File: src/rtl/button_event_queue.sv
// button_event_queue: serialises one-cycle button pulses into an ordered stream
//   of 3-bit event codes (button index), lowest pending index first.
// Latency: pulse in cycle n -> pending in cycle n+1 -> head of FIFO in cycle n+2.
// Backpressure: evt_ready low lets the FIFO fill, then events wait in pending.
//   btn_pulse is never blocked; repeat pulses on a pending bit merge (drop_cnt).
//
// Ports:
//   clk        system clock, all state updates on posedge
//   rst        asynchronous active-high reset
//   btn_pulse  one-cycle pulses, bit i = button i, any combination per cycle
//   evt_ready  consumer takes the head event this cycle
//   evt_valid  FIFO non-empty
//   evt_code   button index at FIFO head, 0 when empty
//   pending    latched events not yet pushed into the FIFO
//   count      FIFO occupancy, 0..DEPTH
//   drop_cnt   saturating count of cycles where a pulse merged into a pending bit

module button_event_queue #(
  parameter int DEPTH = 4  // power of two, 2..16
) (
  input  logic                     clk,
  input  logic                     rst,
  input  logic [7:0]               btn_pulse,
  input  logic                     evt_ready,
  output logic                     evt_valid,
  output logic [2:0]               evt_code,
  output logic [7:0]               pending,
  output logic [$clog2(DEPTH):0]   count,
  output logic [7:0]               drop_cnt
);

  localparam int AW = $clog2(DEPTH);
  localparam int CW = AW + 1;

  // FIFO storage and pointers; pointers wrap naturally since DEPTH is 2^AW.
  logic [2:0]    mem [DEPTH];
  logic [AW-1:0] wr_ptr;
  logic [AW-1:0] rd_ptr;

  logic          pop;
  logic          push;
  logic          can_push;
  logic          full;
  logic [2:0]    sel;
  logic [7:0]    clear_mask;
  logic          drop;

  // Head of FIFO is a combinational read of registered storage.
  assign evt_valid = (count != '0);
  assign evt_code  = evt_valid ? mem[rd_ptr] : 3'd0;

  assign pop      = evt_valid & evt_ready;
  assign full     = (count == CW'(DEPTH));
  // A pop frees a slot in the same cycle, so a full FIFO still accepts a push.
  assign can_push = ~full | pop;
  assign push     = can_push & (pending != 8'd0);

  // Lowest set bit of pending; scanning downward lets the lowest index win.
  always_comb begin
    sel = 3'd0;
    for (int i = 7; i >= 0; i--) begin
      if (pending[i]) sel = 3'(i);
    end
  end

  assign clear_mask = push ? (8'd1 << sel) : 8'd0;

  // A pulse on the bit being pushed this cycle is a fresh event, not a merge,
  // which is why the cleared bit is excluded here.
  assign drop = |(btn_pulse & pending & ~clear_mask);

  always_ff @(posedge clk or posedge rst) begin
    if (rst) begin
      pending  <= 8'd0;
      count    <= '0;
      wr_ptr   <= '0;
      rd_ptr   <= '0;
      drop_cnt <= 8'd0;
    end else begin
      pending <= (pending & ~clear_mask) | btn_pulse;
      if (push) wr_ptr <= wr_ptr + AW'(1);
      if (pop)  rd_ptr <= rd_ptr + AW'(1);
      count <= count + CW'(push) - CW'(pop);
      // One increment per drop cycle, however many bits merged.
      if (drop && (drop_cnt != 8'hFF)) drop_cnt <= drop_cnt + 8'd1;
    end
  end

  // Storage needs no reset; entries are only visible once counted in.
  always_ff @(posedge clk) begin
    if (push) mem[wr_ptr] <= sel;
  end

endmodule
File: config.mk
export PLATFORM = sky130hd
export DESIGN_NAME = button_event_queue
export DESIGN_NICKNAME = d
export VERILOG_FILES = /design/src/rtl/button_event_queue.sv
export SDC_FILE = /design/constraint.sdc
export NUM_CORES = 1
export LEC_CHECK = 0
export CAP_MARGIN = 20
export CORE_ASPECT_RATIO = 1.2
export CORE_MARGIN = 2
export CORE_UTILIZATION = 52
export CTS_CLUSTER_DIAMETER = 60
export CTS_CLUSTER_SIZE = 14
export DETAILED_ROUTE_END_ITERATION = 16
export GPL_TIMING_DRIVEN = 0
export PLACE_DENSITY = 0.81
export SYNTH_ARGS = -nofsm -noshare
export SYNTH_HDL_FRONTEND = slang
export SYNTH_SLANG_ARGS = --single-unit
File: constraint.sdc
create_clock -name clk -period 3.35 [get_ports clk]
set_input_delay 0.67 -clock clk [delete_from_list [all_inputs] [get_ports clk]]
set_output_delay 0.67 -clock clk [all_outputs]
set_load 0.03 [all_outputs]
==> impl_metrics.json, run 1 <==
{
  "worst_slew_margin_rel_pct": 39.1,
  "power_per_cell_area_mw_per_mm2": 811,
  "grt_first_pass_wirelength_microns": 6200,
  "syn-cell-area_sq_mm": 0.00192,
  "outcome": "finished, final reports clean",
  "reg2reg_slack_ns": 0.63,
  "io_buffer_count": 33,
  "crit_arrival_ns": 3.23,
  "vias_per_cell": 5.74,
  "path_delay_family": "adder cells",
  "startpoint": "evt_ready",
  "final_layout_size_suffix_gt1_share_pct": 13.8,
  "cts_htree_levels": 2,
  "postSynth.topFlopCell": "dfrtp_1",
  "firstDrtPassIters": 4,
  "worst-setup-path-type": "in2reg",
  "post_synth.cell_area_avg_sq_um": 12.4,
  "number_of_global_route_vias_before_repair": 1391,
  "rsz_0062_raised_after_global_routing": "false",
  "remaining_drc_errors": 0,
  "maxSlewViolCount": 0,
  "synth.distinct_cells": 45,
  "grt_util_all_layers_pct": 19.9,
  "yosysSeqAreaShare_pct": 48.7,
  "initial_utilization_pct": 53.4,
  "layout.cells.non_filler": 235,
  "critical_path.most_common_cell": "inv_1",
  "cp-start-kind": "input pin",
  "worst-path-buf-inv": 4,
  "antenna_left": 0,
  "detail_route.wirelength_microns": 3570,
  "endpoint": "count[2]",
  "postSynthRegisterBits": 35,
  "routed-via-count": 1348,
  "core.rowCount": 24,
  "post-cts-setup-buffers": 0,
  "worstRegToRegCells": 10,
  "worst_slack_ns": 0.290,
  "fmaxAchievable_ghz": 0.327,
  "grt_remaining_overflow": 0,
  "mappedNetlistNets": 174,
  "initialDrtViolationCount": 55,
  "antenna-diode-count": 0,
  "final.period_utilization_pct": 91.3,
  "synth_edf_count": 12,
  "clkSinkCount": 35,
  "critical_path.max_fanout": 8,
  "clock_insertion_delay_at_the_later_pin_of_the_skew_report_ns": 0.28,
  "r2r-end": "count[2]",
  "timing.clock.skew_ns": 0.00262,
  "grt_max_degree": 24,
  "timing.critical_path.slowest_stage_cell": "nor4b_2",
  "post-synth-top-area-fraction_pct": 29.9,
  "post-place-cells": 227,
  "timing.critical_path.required_ns": 3.52,
  "ir_worst_vdd_uv": 414,
  "detailed_place_hpwl_microns": 2660,
  "placeableCoreArea_sq_mm": 0.00360,
  "ios": 34,
  "clk_path_buf_depth": 2,
  "final-setup-viol-count": 0,
  "antenna_found_initial": 0,
  "max_cap_viol_count": 0,
  "pre_cts_ws_ns": -0.0353,
  "path_clk_slew_ns": 0.06,
  "cts_hold_buffers": 0,
  "routedWlPerCell_microns": 15.2,
  "postCtsResizedCells": 0,
  "netlist_top_cells_area": "dfrtp_1 (30%), edfxtp_1 (19%), ha_1 (4.6%), mux4_2 (3.5%), and2_1 (2.9%)",
  "clk_root_buffer_cell": "clkbuf_8",
  "synthCells": 155,
  "p_leak_nw": 0.951,
  "timing_hold_violations_final": 0,
  "dieArea_sq_mm": 0.00420,
  "hold_start": "count[2]",
  "finish.net_count": 214,
  "die_w_microns": 59.5,
  "worstPathCellList": "clkdlybuf4s50_1 -> nor4b_2 -> a21oi_1 -> inv_1 -> ha_1 -> inv_1 -> ha_1 -> inv_1 -> fa_1 -> xnor2_1 -> xnor2_1",
  "areaGrowthSynthToFinish_pct": 23.9,
  "worstSetupEndpointType": "flip-flop",
  "r2r-start": "count[1]",
  "cts_inserted_buffers": 5,
  "worst_hold_path_type": "reg2reg",
  "yosysWarningCount": 0,
  "post-synth-top-area-cell": "dfrtp_1",
  "tritoncts": "yes",
  "critical_path_depth": 11,
  "finalWorstPathRequiredPeriod_ns": 3.06,
  "die_height_microns": 70.6,
  "hold_depth": 1,
  "worst_max_slew_pin_slew_ns": 0.913,
  "finalWeightedCongestion": 0.840,
  "async_flop_share_pct": 65.7,
  "worst_path_largest_cell_delay_ns": 0.58
}
-- synth_stat cells (5+ instances only) --
master / instances
inv_1: 11
nand2_1: 10
dfrtp_1: 23
edfxtp_1: 12
o21ai_0: 7
ha_1: 7
and2_1: 9
nor2_1: 5
nand3_1: 8
-- worst register-to-register path, stage by stage, from the launching register on --
cell	delay (ns)
dfrtp_1	0.46
nor4b_2	0.63
a21oi_1	0.27
inv_1	0.12
ha_1	0.23
inv_1	0.06
ha_1	0.13
inv_1	0.05
fa_1	0.38
xnor2_1	0.15
xnor2_1	0.13
-- power by group --
| part | internal [mW] | switching, mW |
|---|---|---|
| clock | 0.141 | 0.135 |
| sequential | 0.610 | 0.128 |
| combinational | 0.431 | 0.486 |
-- cells in the final DEF, fill, tap and decap left out, types with 2 or more instances in the layout --
master / instances
a31oi_1: 3
nand2b_1: 4
dfrtp_1: 23
mux4_2: 3
a311oi_1: 3
xnor2_1: 4
a22oi_1: 2
inv_1: 11
clkdlybuf4s50_1: 33
nand2_1: 10
a21o_1: 4
ha_1: 7
nand3_1: 8
o21ai_0: 7
buf_4: 2
buf_6: 2
clkbuf_8: 5
edfxtp_1: 12
mux2_1: 4
nor2_1: 5
and2_1: 9
clkbuf_1: 2
clkinv_1: 2
a21oi_1: 4
xor2_1: 4
-- routing by layer --
| metal | track usage [%] | share of wire (%) | wire length [microns] |
|---|---|---|---|
| met1 | 21.8 | 39 | 1380 |
| met2 | 35.0 | 54 | 1940 |
| met3 | 5.85 | 4.7 | 169 |
| met4 | 8.40 | 2.2 | 80 |
| met5 | 0 | 0 | 0 |
-- worst min-delay path by stage --
stage                  endpoint
finish                 count[2]
global route        drop_cnt[3]
CTS                    count[2]
detailed placement     count[2]
global placement    drop_cnt[3]
floorplan             rd_ptr[1]
-- flip-flops by register name (all words and copies together), names as in the netlist --
| name | cells |
|---|---|
| mem | 12 |
| drop_cnt | 8 |
| pending | 8 |
| count | 3 |
| rd_ptr | 2 |
| wr_ptr | 2 |
-- area by class of cell --
| cell class | instances | area [sq um] |
|---|---|---|
| inverters | 11 | 41.3 |
| multi-input cells | 103 | 890 |
| plain buffers | 6 | 56.3 |
| clock inverters | 2 | 7.51 |
| fillers | 288 | 1220 |
| flip-flops and latches | 35 | 936 |
| well taps | 39 | 48.8 |
| repair buffers | 33 | 330 |
| clock buffers | 6 | 72.6 |
-- kinds of logic (layout without fill, tap and decap cells) --
family | after synthesis | after routing | share of synthesized area, %
muxes | 8 | 8 | 6.64
and+or+nand+nor | 46 | 46 | 14.7
xor gates and xnor gates | 8 | 8 | 3.64
DFF | 35 | 35 | 48.7
adders and majority gates | 8 | 8 | 5.60
AOI/OAI and AO/OA | 33 | 33 | 15.7
buffers and inverters | 17 | 58 | 5.07
-- per-stage QoR --
step | area (sq um) | setup TNS [ns] | util (%) | power [mW] | hold WS (ns)
6_report | 2380 | 0 | 66.1 | 1.93 | 0.532
5_1_grt | 2380 | 0 | 66.1 | 2.07 | 0.558
4_1_cts | 2380 | 0 | 66.1 | 1.96 | 0.534
3_5_place_dp | 2300 | -0.0353 | 63.9 | 1.67 | 0.521
3_3_place_gp | 2300 | 0 | 63.9 | 1.62 | 0.505
2_1_floorplan | 1920 | 0 | - | 1.34 | 0.506
No activity file was read; power rests on OpenSTA's default activity.
==> inputs of run 2 (changes only) <==
--- a/config.mk
+++ b/config.mk
@@ -12,8 +12,8 @@
 export CTS_CLUSTER_DIAMETER = 60
 export CTS_CLUSTER_SIZE = 14
 export DETAILED_ROUTE_END_ITERATION = 16
-export GPL_TIMING_DRIVEN = 0
 export PLACE_DENSITY = 0.81
+export RECOVER_POWER = 25
 export SYNTH_ARGS = -nofsm -noshare
 export SYNTH_HDL_FRONTEND = slang
 export SYNTH_SLANG_ARGS = --single-unit
==> impl_metrics.json, run 2 (synthesized netlist as in run 1, its figures left out) <==
{
  "outcome": "finished, final reports clean",
  "crit_arrival_ns": 3.07,
  "clk_path_buf_depth": 2,
  "detail_route.wirelength_microns": 3560,
  "die_w_microns": 59.5,
  "clock_insertion_delay_at_the_later_pin_of_the_skew_report_ns": 0.28,
  "placeableCoreArea_sq_mm": 0.00360,
  "grt_first_pass_wirelength_microns": 6230,
  "clkSinkCount": 35,
  "timing.critical_path.required_ns": 3.52,
  "worst_slew_margin_rel_pct": 42.2,
  "cts_htree_levels": 2,
  "rsz_0062_raised_after_global_routing": "false",
  "setup-tns-final_ns": 0,
  "ir_worst_vdd_uv": 415,
  "antenna_found_initial": 0,
  "layout.cells.most_common": "clkdlybuf4s50_1",
  "fmaxAchievable_ghz": 0.344,
  "post-cts-setup-buffers": 0,
  "io_buffer_count": 33,
  "number_of_flip_flops_under_the_largest_register_name": 12,
  "post-route-util_pct": 64.8,
  "path_clk_slew_ns": 0.07,
  "power_per_cell_area_mw_per_mm2": 827,
  "core.rowCount": 24,
  "grt_remaining_overflow": 0,
  "finalWeightedCongestion": 0.784,
  "initialDrtViolationCount": 90,
  "antenna_left": 0,
  "final-setup-viol-count": 0,
  "dieArea_sq_mm": 0.00420,
  "max_cap_viol_count": 0,
  "remaining_drc_errors": 0,
  "grt_util_all_layers_pct": 19.5,
  "areaGrowthSynthToFinish_pct": 21.3,
  "most-common-layout-cells": "clkdlybuf4s50_1 (31), dfrtp_1 (23), edfxtp_1 (12), inv_1 (11), nand2_1 (10)",
  "cts_inserted_buffers": 5,
  "final_layout_size_suffix_gt1_share_pct": 12.0,
  "timing_hold_violations_final": 0,
  "die_height_microns": 70.6,
  "firstDrtPassIters": 4,
  "grt_max_degree": 24,
  "maxSlewViolCount": 0,
  "critical_path.max_fanout": 8,
  "timing.clock.skew_ns": 0.00512,
  "layout_top_registers": "mem (12), drop_cnt (8), pending (8)",
  "postCtsResizedCells": 0,
  "worst-setup-path-type": "in2reg",
  "number_of_global_route_vias_before_repair": 1389,
  "clk_root_buffer_cell": "clkbuf_8",
  "worstSetupEndpointType": "flip-flop",
  "ios": 34,
  "antenna-diode-count": 0,
  "finalWorstPathRequiredPeriod_ns": 2.90,
  "routed-via-count": 1351,
  "worst_max_slew_pin_slew_ns": 0.866,
  "final.period_utilization_pct": 86.7,
  "vias_per_cell": 5.87,
  "routedWlPerCell_microns": 15.5,
  "cts_hold_buffers": 0,
  "max_flop_register": "mem",
  "cp-start-kind": "input pin",
  "p_leak_nw": 0.928,
  "detailed_place_hpwl_microns": 2740,
  "tritoncts": "yes",
  "initial_utilization_pct": 53.4,
  "finish.net_count": 209,
  "num-fill-cells": 282,
  "worst_hold_path_type": "reg2reg"
}
==> run 2: cell count changes in the layout (fill, tap and decap cells not counted), sizes merged <==
cell           previous run  this run
clkdlybuf4s50            33        31
buf                       5         1
dlygate4sd3               0         2
clkbuf                    7         6
==> run 2: final timing paths <==
check | start | to | slack, ns | cells past startpoint
worst min register to register | drop_cnt[3] | drop_cnt[3] | 0.53 | 1
max in group asynchronous | rst | wr_ptr[1] | 1.80 | 2
min in group asynchronous | rst | drop_cnt[5] | 1.02 | 2
worst max-delay path | evt_ready | count[2] | 0.45 | 11
worst max register to register | pending[0] | count[2] | 0.73 | 10
worst min-delay path | drop_cnt[3] | drop_cnt[3] | 0.53 | 1
==> run 2: where the power goes <==
group          internal, mW  switching, mW  leakage [nW]
registers             0.610          0.151         0.370
clock network         0.141          0.136        0.0403
logic                 0.424          0.466         0.518
==> run 2: critical path: stages <==
cell	delay [ns]
dlygate4sd3_1	0.57
nor4b_2	0.07
a21oi_1	0.46
inv_1	0.12
ha_1	0.29
inv_1	0.06
ha_1	0.13
inv_1	0.05
fa_1	0.38
xnor2_1	0.15
xnor2_1	0.13
==> run 2: layout make-up <==
class / instances / area (sq um) / area share, %
Clock buffer: 6 / 72.6 / 3.11
Sequential cell: 35 / 936 / 40.1
Clock inverter: 2 / 7.51 / 0.322
Inverter: 11 / 41.3 / 1.77
Tap cell: 39 / 48.8 / 2.09
Multi-Input combinational cell: 103 / 890 / 38.1
Timing Repair Buffer: 34 / 338 / 14.5
==> run 2: metrics by stage <==
stage,instance area (sq um),power (mW),worst slack (ns),hold WS [ns],instances
after floorplan,1920,1.34,0.744,0.506,155
after global placement,2250,1.61,0.391,0.505,222
after detailed placement,2250,1.67,0.256,0.514,222
after CTS,2330,1.95,0.523,0.531,230
after global routing,2330,2.06,0.226,0.550,230
final,2330,1.93,0.447,0.532,230
==> run 2: routing by layer <==
metal  global-route usage, %  vias to the layer above  wire length (microns)
li1                        -                      631                      -
met1                    23.2                      665                   1420
met2                    33.8                       50                   1930
met3                    5.67                        5                    170
met4                    5.43                        0                     38
met5                       0                        -                      0
